**config.mk**
```make
export PLATFORM = sky130hd
export DESIGN_NAME = cnn_layer_seq_fsm
export DESIGN_NICKNAME = d
export VERILOG_FILES = /design/src/rtl/cnn_ctrl_pkg.sv /design/src/rtl/tile_loop_counter.sv /design/src/rtl/cnn_layer_seq_fsm.sv
export SDC_FILE = /design/constraint.sdc
export NUM_CORES = 1
export LEC_CHECK = 0
export ABC_AREA = 1
export CAP_MARGIN = 20
export CORE_AREA = 2 2 105 107
export CTS_BUF_LIST = sky130_fd_sc_hd__clkbuf_4 sky130_fd_sc_hd__clkbuf_8
export DETAILED_ROUTE_END_ITERATION = 10
export DIE_AREA = 0 0 107 109
export PLACE_DENSITY = 0.79
export SYNTH_ARGS = -nofsm -noshare
export SYNTH_HDL_FRONTEND = slang
export SYNTH_SLANG_ARGS = --single-unit
export TNS_END_PERCENT = 30
```
**constraint.sdc**
```tcl
create_clock -name clk -period 2.7 [get_ports clk]
set_clock_uncertainty 0.1 [all_clocks]
set_input_delay 0.54 -clock clk [delete_from_list [all_inputs] [get_ports clk]]
set_output_delay 0.54 -clock clk [all_outputs]
set_load 0.005 [all_outputs]
```
**src/rtl/cnn_ctrl_pkg.sv**
```systemverilog
// cnn_ctrl_pkg: shared state encoding and default widths for the multi-layer CNN sequencer.
package cnn_ctrl_pkg;
    localparam int DEF_CNT_W   = 16;
    localparam int DEF_LAYER_W = 4;
    localparam int DEF_NOP_W   = 3;

    typedef enum logic [3:0] {
        IDLE,
        CONFIG,
        WAIT_IN,
        IFMAP_SW,
        WRITE_IFMAP,
        BUBBLE,
        MAC_ON,
        DRAIN,
        OFMAP_SW,
        OUTPUT,
        DONE
    } state_t;
endpackage

```
**src/rtl/tile_loop_counter.sv**
```systemverilog
// tile_loop_counter: nested oc1 / oy1*ox1 / layer counters with bound flags.
module tile_loop_counter
    import cnn_ctrl_pkg::*;
#(
    parameter int CNT_W   = DEF_CNT_W,
    parameter int LAYER_W = DEF_LAYER_W
) (
    input  logic               clk,
    input  logic               rst_n,
    input  logic               clr,
    input  logic               load_layers,
    input  logic [LAYER_W-1:0] num_layers,
    input  logic               load_cfg,
    input  logic [CNT_W-1:0]   cfg_oc1_m1,
    input  logic [CNT_W-1:0]   cfg_oyox_m1,
    input  logic               step,
    output logic [CNT_W-1:0]   oc1_cnt,
    output logic [CNT_W-1:0]   oyox_cnt,
    output logic [LAYER_W-1:0] layer_idx,
    output logic               last_oc1,
    output logic               last_oyox,
    output logic               last_layer
);
    logic [CNT_W-1:0]   oc1_m1, oyox_m1;
    logic [LAYER_W-1:0] layer_m1;

    assign last_oc1   = oc1_cnt == oc1_m1;
    assign last_oyox  = oyox_cnt == oyox_m1;
    assign last_layer = layer_idx == layer_m1;

    // Compare-and-clear at the bound, so all-ones bounds never wrap.
    always_ff @(posedge clk or negedge rst_n) begin
        if (!rst_n) begin
            oc1_cnt   <= '0;
            oyox_cnt  <= '0;
            layer_idx <= '0;
            oc1_m1    <= '0;
            oyox_m1   <= '0;
            layer_m1  <= '0;
        end else if (clr) begin
            oc1_cnt   <= '0;
            oyox_cnt  <= '0;
            layer_idx <= '0;
        end else begin
            if (load_layers) begin
                layer_m1  <= num_layers;
                layer_idx <= '0;
            end
            if (load_cfg) begin
                oc1_m1   <= cfg_oc1_m1;
                oyox_m1  <= cfg_oyox_m1;
                oc1_cnt  <= '0;
                oyox_cnt <= '0;
            end
            if (step) begin
                oc1_cnt <= last_oc1 ? '0 : oc1_cnt + 1'b1;
                if (last_oc1 && !last_oyox) oyox_cnt <= oyox_cnt + 1'b1;
                if (last_oc1 && last_oyox && !last_layer) layer_idx <= layer_idx + 1'b1;
            end
        end
    end
endmodule

```
**src/rtl/cnn_layer_seq_fsm.sv**
```systemverilog
// cnn_layer_seq_fsm: multi-layer tiled-CNN controller sequencing config,
// buffer switches, MAC windows and output drains.
module cnn_layer_seq_fsm
    import cnn_ctrl_pkg::*;
#(
    parameter int CNT_W   = DEF_CNT_W,
    parameter int LAYER_W = DEF_LAYER_W,
    parameter int NOP_W   = DEF_NOP_W
) (
    input  logic               clk,
    input  logic               rst_n,
    input  logic               start,
    input  logic [LAYER_W-1:0] num_layers,
    input  logic               abort,
    input  logic               layer_params_vld,
    input  logic [CNT_W-1:0]   cfg_oc1_m1,
    input  logic [CNT_W-1:0]   cfg_oyox_m1,
    input  logic [NOP_W-1:0]   cfg_nop_cycles,
    input  logic               ic1_fy_fx_iter_done,
    input  logic               ifmap_write_bank_ready_to_switch,
    input  logic               weight_write_bank_ready_to_switch,
    input  logic               ofmap_read_bank_ready_to_switch,
    output logic               layer_params_rdy,
    output logic               ifmap_ready_to_switch,
    output logic               ifmap_start_new_write_bank,
    output logic               ofmap_ready_to_switch,
    output logic               ofmap_start_new_read_bank,
    output logic               en_oy0_ox0_counter,
    output logic               en_mac_op,
    output logic               rst_n_mac,
    output logic [LAYER_W-1:0] layer_idx,
    output logic [CNT_W-1:0]   oc1_cnt,
    output logic [CNT_W-1:0]   oyox_cnt,
    output logic               busy,
    output logic               done
);
    state_t           state, state_nx;
    logic [NOP_W-1:0] nop_cnt, nop_len;
    logic             last_oc1, last_oyox, last_layer;
    logic             start_go, cfg_go, step;

    assign start_go = start && !abort && (state == IDLE || state == DONE);
    assign cfg_go   = state == CONFIG && layer_params_vld && !abort;
    assign step     = state == OUTPUT && !abort;

    tile_loop_counter #(.CNT_W(CNT_W), .LAYER_W(LAYER_W)) u_cnt (
        .clk        (clk),
        .rst_n      (rst_n),
        .clr        (abort),
        .load_layers(start_go),
        .num_layers (num_layers),
        .load_cfg   (cfg_go),
        .cfg_oc1_m1 (cfg_oc1_m1),
        .cfg_oyox_m1(cfg_oyox_m1),
        .step       (step),
        .oc1_cnt    (oc1_cnt),
        .oyox_cnt   (oyox_cnt),
        .layer_idx  (layer_idx),
        .last_oc1   (last_oc1),
        .last_oyox  (last_oyox),
        .last_layer (last_layer)
    );

    always_comb begin
        state_nx = state;
        case (state)
            IDLE:        if (start) state_nx = CONFIG;
            CONFIG:      if (layer_params_vld) state_nx = WAIT_IN;
            // Weights are only needed before the first spatial tile of a layer.
            WAIT_IN:     if (ifmap_write_bank_ready_to_switch &&
                             (oyox_cnt != '0 || weight_write_bank_ready_to_switch)) state_nx = IFMAP_SW;
            IFMAP_SW:    state_nx = last_oyox ? BUBBLE : WRITE_IFMAP;
            WRITE_IFMAP: state_nx = BUBBLE;
            BUBBLE:      if (nop_cnt == nop_len) state_nx = MAC_ON;
            MAC_ON:      if (ic1_fy_fx_iter_done) state_nx = DRAIN;
            DRAIN:       if (ofmap_read_bank_ready_to_switch) state_nx = OFMAP_SW;
            OFMAP_SW:    state_nx = OUTPUT;
            OUTPUT:      state_nx = !last_oc1 ? MAC_ON : !last_oyox ? WAIT_IN : !last_layer ? CONFIG : DONE;
            DONE:        if (start) state_nx = CONFIG;
            default:     state_nx = IDLE;
        endcase
        if (abort) state_nx = IDLE;
    end

    // Outputs are registered from the next state, so they track the state register exactly.
    always_ff @(posedge clk or negedge rst_n) begin
        if (!rst_n) begin
            state                      <= IDLE;
            nop_cnt                    <= '0;
            nop_len                    <= '0;
            layer_params_rdy           <= 1'b0;
            ifmap_ready_to_switch      <= 1'b0;
            ifmap_start_new_write_bank <= 1'b0;
            ofmap_ready_to_switch      <= 1'b0;
            ofmap_start_new_read_bank  <= 1'b0;
            en_oy0_ox0_counter         <= 1'b0;
            en_mac_op                  <= 1'b0;
            rst_n_mac                  <= 1'b0;
            busy                       <= 1'b0;
            done                       <= 1'b0;
        end else begin
            state                      <= state_nx;
            nop_cnt                    <= (state == BUBBLE) ? nop_cnt + 1'b1 : '0;
            nop_len                    <= cfg_go ? cfg_nop_cycles : nop_len;
            layer_params_rdy           <= state_nx == CONFIG;
            ifmap_ready_to_switch      <= state_nx == IFMAP_SW;
            ifmap_start_new_write_bank <= state_nx == WRITE_IFMAP;
            ofmap_ready_to_switch      <= state_nx == OFMAP_SW;
            ofmap_start_new_read_bank  <= state_nx == OUTPUT;
            en_oy0_ox0_counter         <= state_nx == MAC_ON;
            en_mac_op                  <= state_nx == MAC_ON;
            rst_n_mac                  <= !(state_nx == IDLE || state_nx == DRAIN);
            busy                       <= !(state_nx == IDLE || state_nx == DONE);
            done                       <= state_nx == DONE;
        end
    end
endmodule
```
==> metrics.md <==
| Metric | Value |
|---|---|
| Status | completed |
| First drt pass iteration count | 5 |
| Hold Path Cell Cnt | 1 |
| Post_cts resized | 0 |
| Initial DRC count | 267 |
| Max-slew violations | 0 |
| Pwr Density | between 500 and 600 nW/um^2 |
| Worst path max stage delay | ~0.45 ns |
| CTS Sinks | between 90 and 100 |
| Post-synth EDFFs | 0 |
| Filler cells | 978 |
| Syn Nets | 758 |
| Largest net degree at the start of global routing | 61 |
| H-tree Lvls | 3 |
| Initial antenna violation count | 0 |
| Synth cell types | 34 |
| WL final | 12200 um |
| Final Hold Fails | 0 |
| Via Count | ~4700 |
| Clock tree from TritonCTS | built |
| Main synth FF type | dfrtp_1 |
| Critical-path cell list | ha_1, nand2_1, nor2_1, nand3_1, nor3_1, nand2_1, nor3_1, o21ai_0, a21oi_1 |
| Die width | between 100 and 150 um |
| Final HPWL DP | ~9000 um |
| CP max FO | 4 |
| Gr usage total | 21.9% |
| Setup TNS after final layout | 0 ns |
| Slew margin rel. | around 64% |
| I/O pins | 94 |
| Dominant cells by area after synthesis | dfrtp_1 (44%), nand2_1 (17%), inv_1 (7.1%) |
| WL/cell | 12.9 um |
| F_max | 0.456 GHz |
| Area of the multi-input gates | 2370 sq um |
| Via density | 4.95 |
| Reg area | 2280 sq um |
| Highest-count cells in the layout ignoring fill and taps | nand2_1 (236), inv_1 (97), clkdlybuf4s50_1 (92) |
| Fin crit share | 81.2% |
| Ratio of cells with drive above 1 in the final layout | 7.05% |
| CTS Buffer Depth | 2 |
| GRT overflow | 0 |
| I/O Buffers | 93 |
| Nets | about 860 |
| Most common cell after layout, fill and taps aside | nand2_1 |
| Minimum clock period after layout | 2.19 ns |
| Die height | 109 um |
| Fraction of registers with async set/reset | 100% |
| Slowest cell on the critical path | nor3_1 |
| Worst hold path class | flop to flop |
| Number of global-route vias before repair | roughly 4400 |
| Placer Congestion | 0.845 |
| Starting Density | between 40% and 50% |
| Crit Path Class | flop to flop |
| Setup violators final | 0 |
| Post-Syn Instances | 705 |
| Clk_lat worst skew | approximately 0.38 ns |
| Synth Register Bits | 91 |
| DP Area | 6220 sq um |
| CP Launch Type | flop |
| Final Cell Area | 6490 sq um |
| Yosys top cell area share | 44.5% |
| DRC | 0 |
| Worst-path clk slew | around 0.09 ns |
| Power Total | 3.87 mW |
| Setup WS pre-CTS | 0.310 ns |
| Final WS setup | just over 0.5 ns |
| Util after Layout | 61.3% |
| Seq/Total Area, Yosys | 44.5% |
| Antenna Diode Count | 0 |
| Die area | 11700 sq um |
| Peak VDD IR | 277 uV |
| Cell row count | 38 |
| Data arrival, critical path | 2.40 ns |
| Yosys top cell by area | dfrtp_1 |
| Area delta synth->final | 26.8% |
| Root Driver | clkbuf_8 |
| First-pass GRT wire length | 20300 um |
| Core box area | 10600 sq um |
| Max_cap viols | 0 |
| Synth Cell Area | 5120 sq um |
| Syn. warnings | 0 |
| Leak pwr | 3.05 nW |
| Worst EP required | 2.90 ns |
| Worst reg-to-reg path cell count | 9 |
| TritonCTS Buffers | 9 |
| Worst Max-Slew Pin Slew | around 0.54 ns |
| RSZ-0062 raised after global routing | no |
| ANT nets after route | 0 |
| Critical path capture point type | flop |
| Post-Syn Area per Cell | 7.27 sq um |
==> cell families (layout without fill, tap and decap cells) <==
family	after synthesis	after routing	synth area share, %
buf+inv	122	225	9.45
xor+xnor	24	24	4.10
fa+ha+maj	5	5	1.22
flops	91	91	44.5
simple gates	376	376	31.7
compound gates	87	87	9.04
==> synth_stat cells (all sizes together) (10+ instances only) <==
cell	n
nand2	243
inv	106
dfrtp	91
nor2	79
o21ai	56
nand3	33
a21oi	14
nor3	13
xor2	13
o22ai	11
xnor2	11
buf	10
==> what timing repair did <==
action / in CTS / in global routing
hold endpoints to repair: 8 / 0
hold buffers: 1 / 0
buffers inserted: 0 / 0
==> through the flow <==
stage / instances / hold slack, ns
after floorplan: 705 / 0.144
final: 948 / 0.396
after CTS: 948 / 0.404
after detailed placement: 931 / 0.382
after global placement: 931 / 0.364
after global routing: 948 / 0.420
==> final timing paths <==
| kind | endpoint | slack [ns] | start |
|---|---|---|---|
| setup / recovery | u_cnt.oc1_cnt[10] | 0.51 | u_cnt.oc1_cnt[1] |
| hold / removal | nop_cnt[0] | 0.40 | nop_cnt[0] |
| setup reg to reg | u_cnt.oc1_cnt[10] | 0.51 | u_cnt.oc1_cnt[1] |
| hold reg to reg | nop_cnt[0] | 0.40 | nop_cnt[0] |
| max in group asynchronous | u_cnt.oyox_m1[6] | 1.28 | rst_n |
| min in group asynchronous | u_cnt.oc1_m1[10] | 0.56 | rst_n |
==> layer usage <==
layer / wire length (um) / global-route usage, % / up-vias
met2: 6010 / 37.2 / 115
met4: 199 / 8.72 / 0
li1: - / - / 2377
met3: 619 / 3.29 / 12
met1: 5400 / 28.3 / 2189
met5: 0 / 0 / -
==> power breakdown <==
group | switching, mW | internal, mW
logic | 0.536 | 0.387
registers | 0.153 | 1.62
clock network | 0.489 | 0.690
==> flip-flops by register name, summed over array words and instances, names as in the netlist, 3 cells and up <==
| register | count |
|---|---|
| u_cnt.oyox_cnt | 16 |
| u_cnt.oc1_cnt | 16 |
| nop_cnt | 3 |
| u_cnt.layer_idx | 4 |
| state | 4 |
| u_cnt.oc1_m1 | 16 |
| u_cnt.oyox_m1 | 16 |
| u_cnt.layer_m1 | 4 |
| nop_len | 3 |
==> final cells by class <==
class / instances / area share [%]
inverters: 107 / 6.24
clock inverters: 4 / 1.46
flip-flops and latches: 91 / 35.1
clock buffers: 12 / 2.54
repair buffers: 102 / 15.6
well taps: 140 / 2.70
multi-input cells: 492 / 36.4
==> worst max-delay path: cells and delay by family (launching register included) <==
kind            cells  cell delay [ns]
compound gates      2             0.22
fa+ha+maj           1             0.21
flops               1             0.41
simple gates        6             1.18
Note: power is estimated with default switching activity, not from simulation.
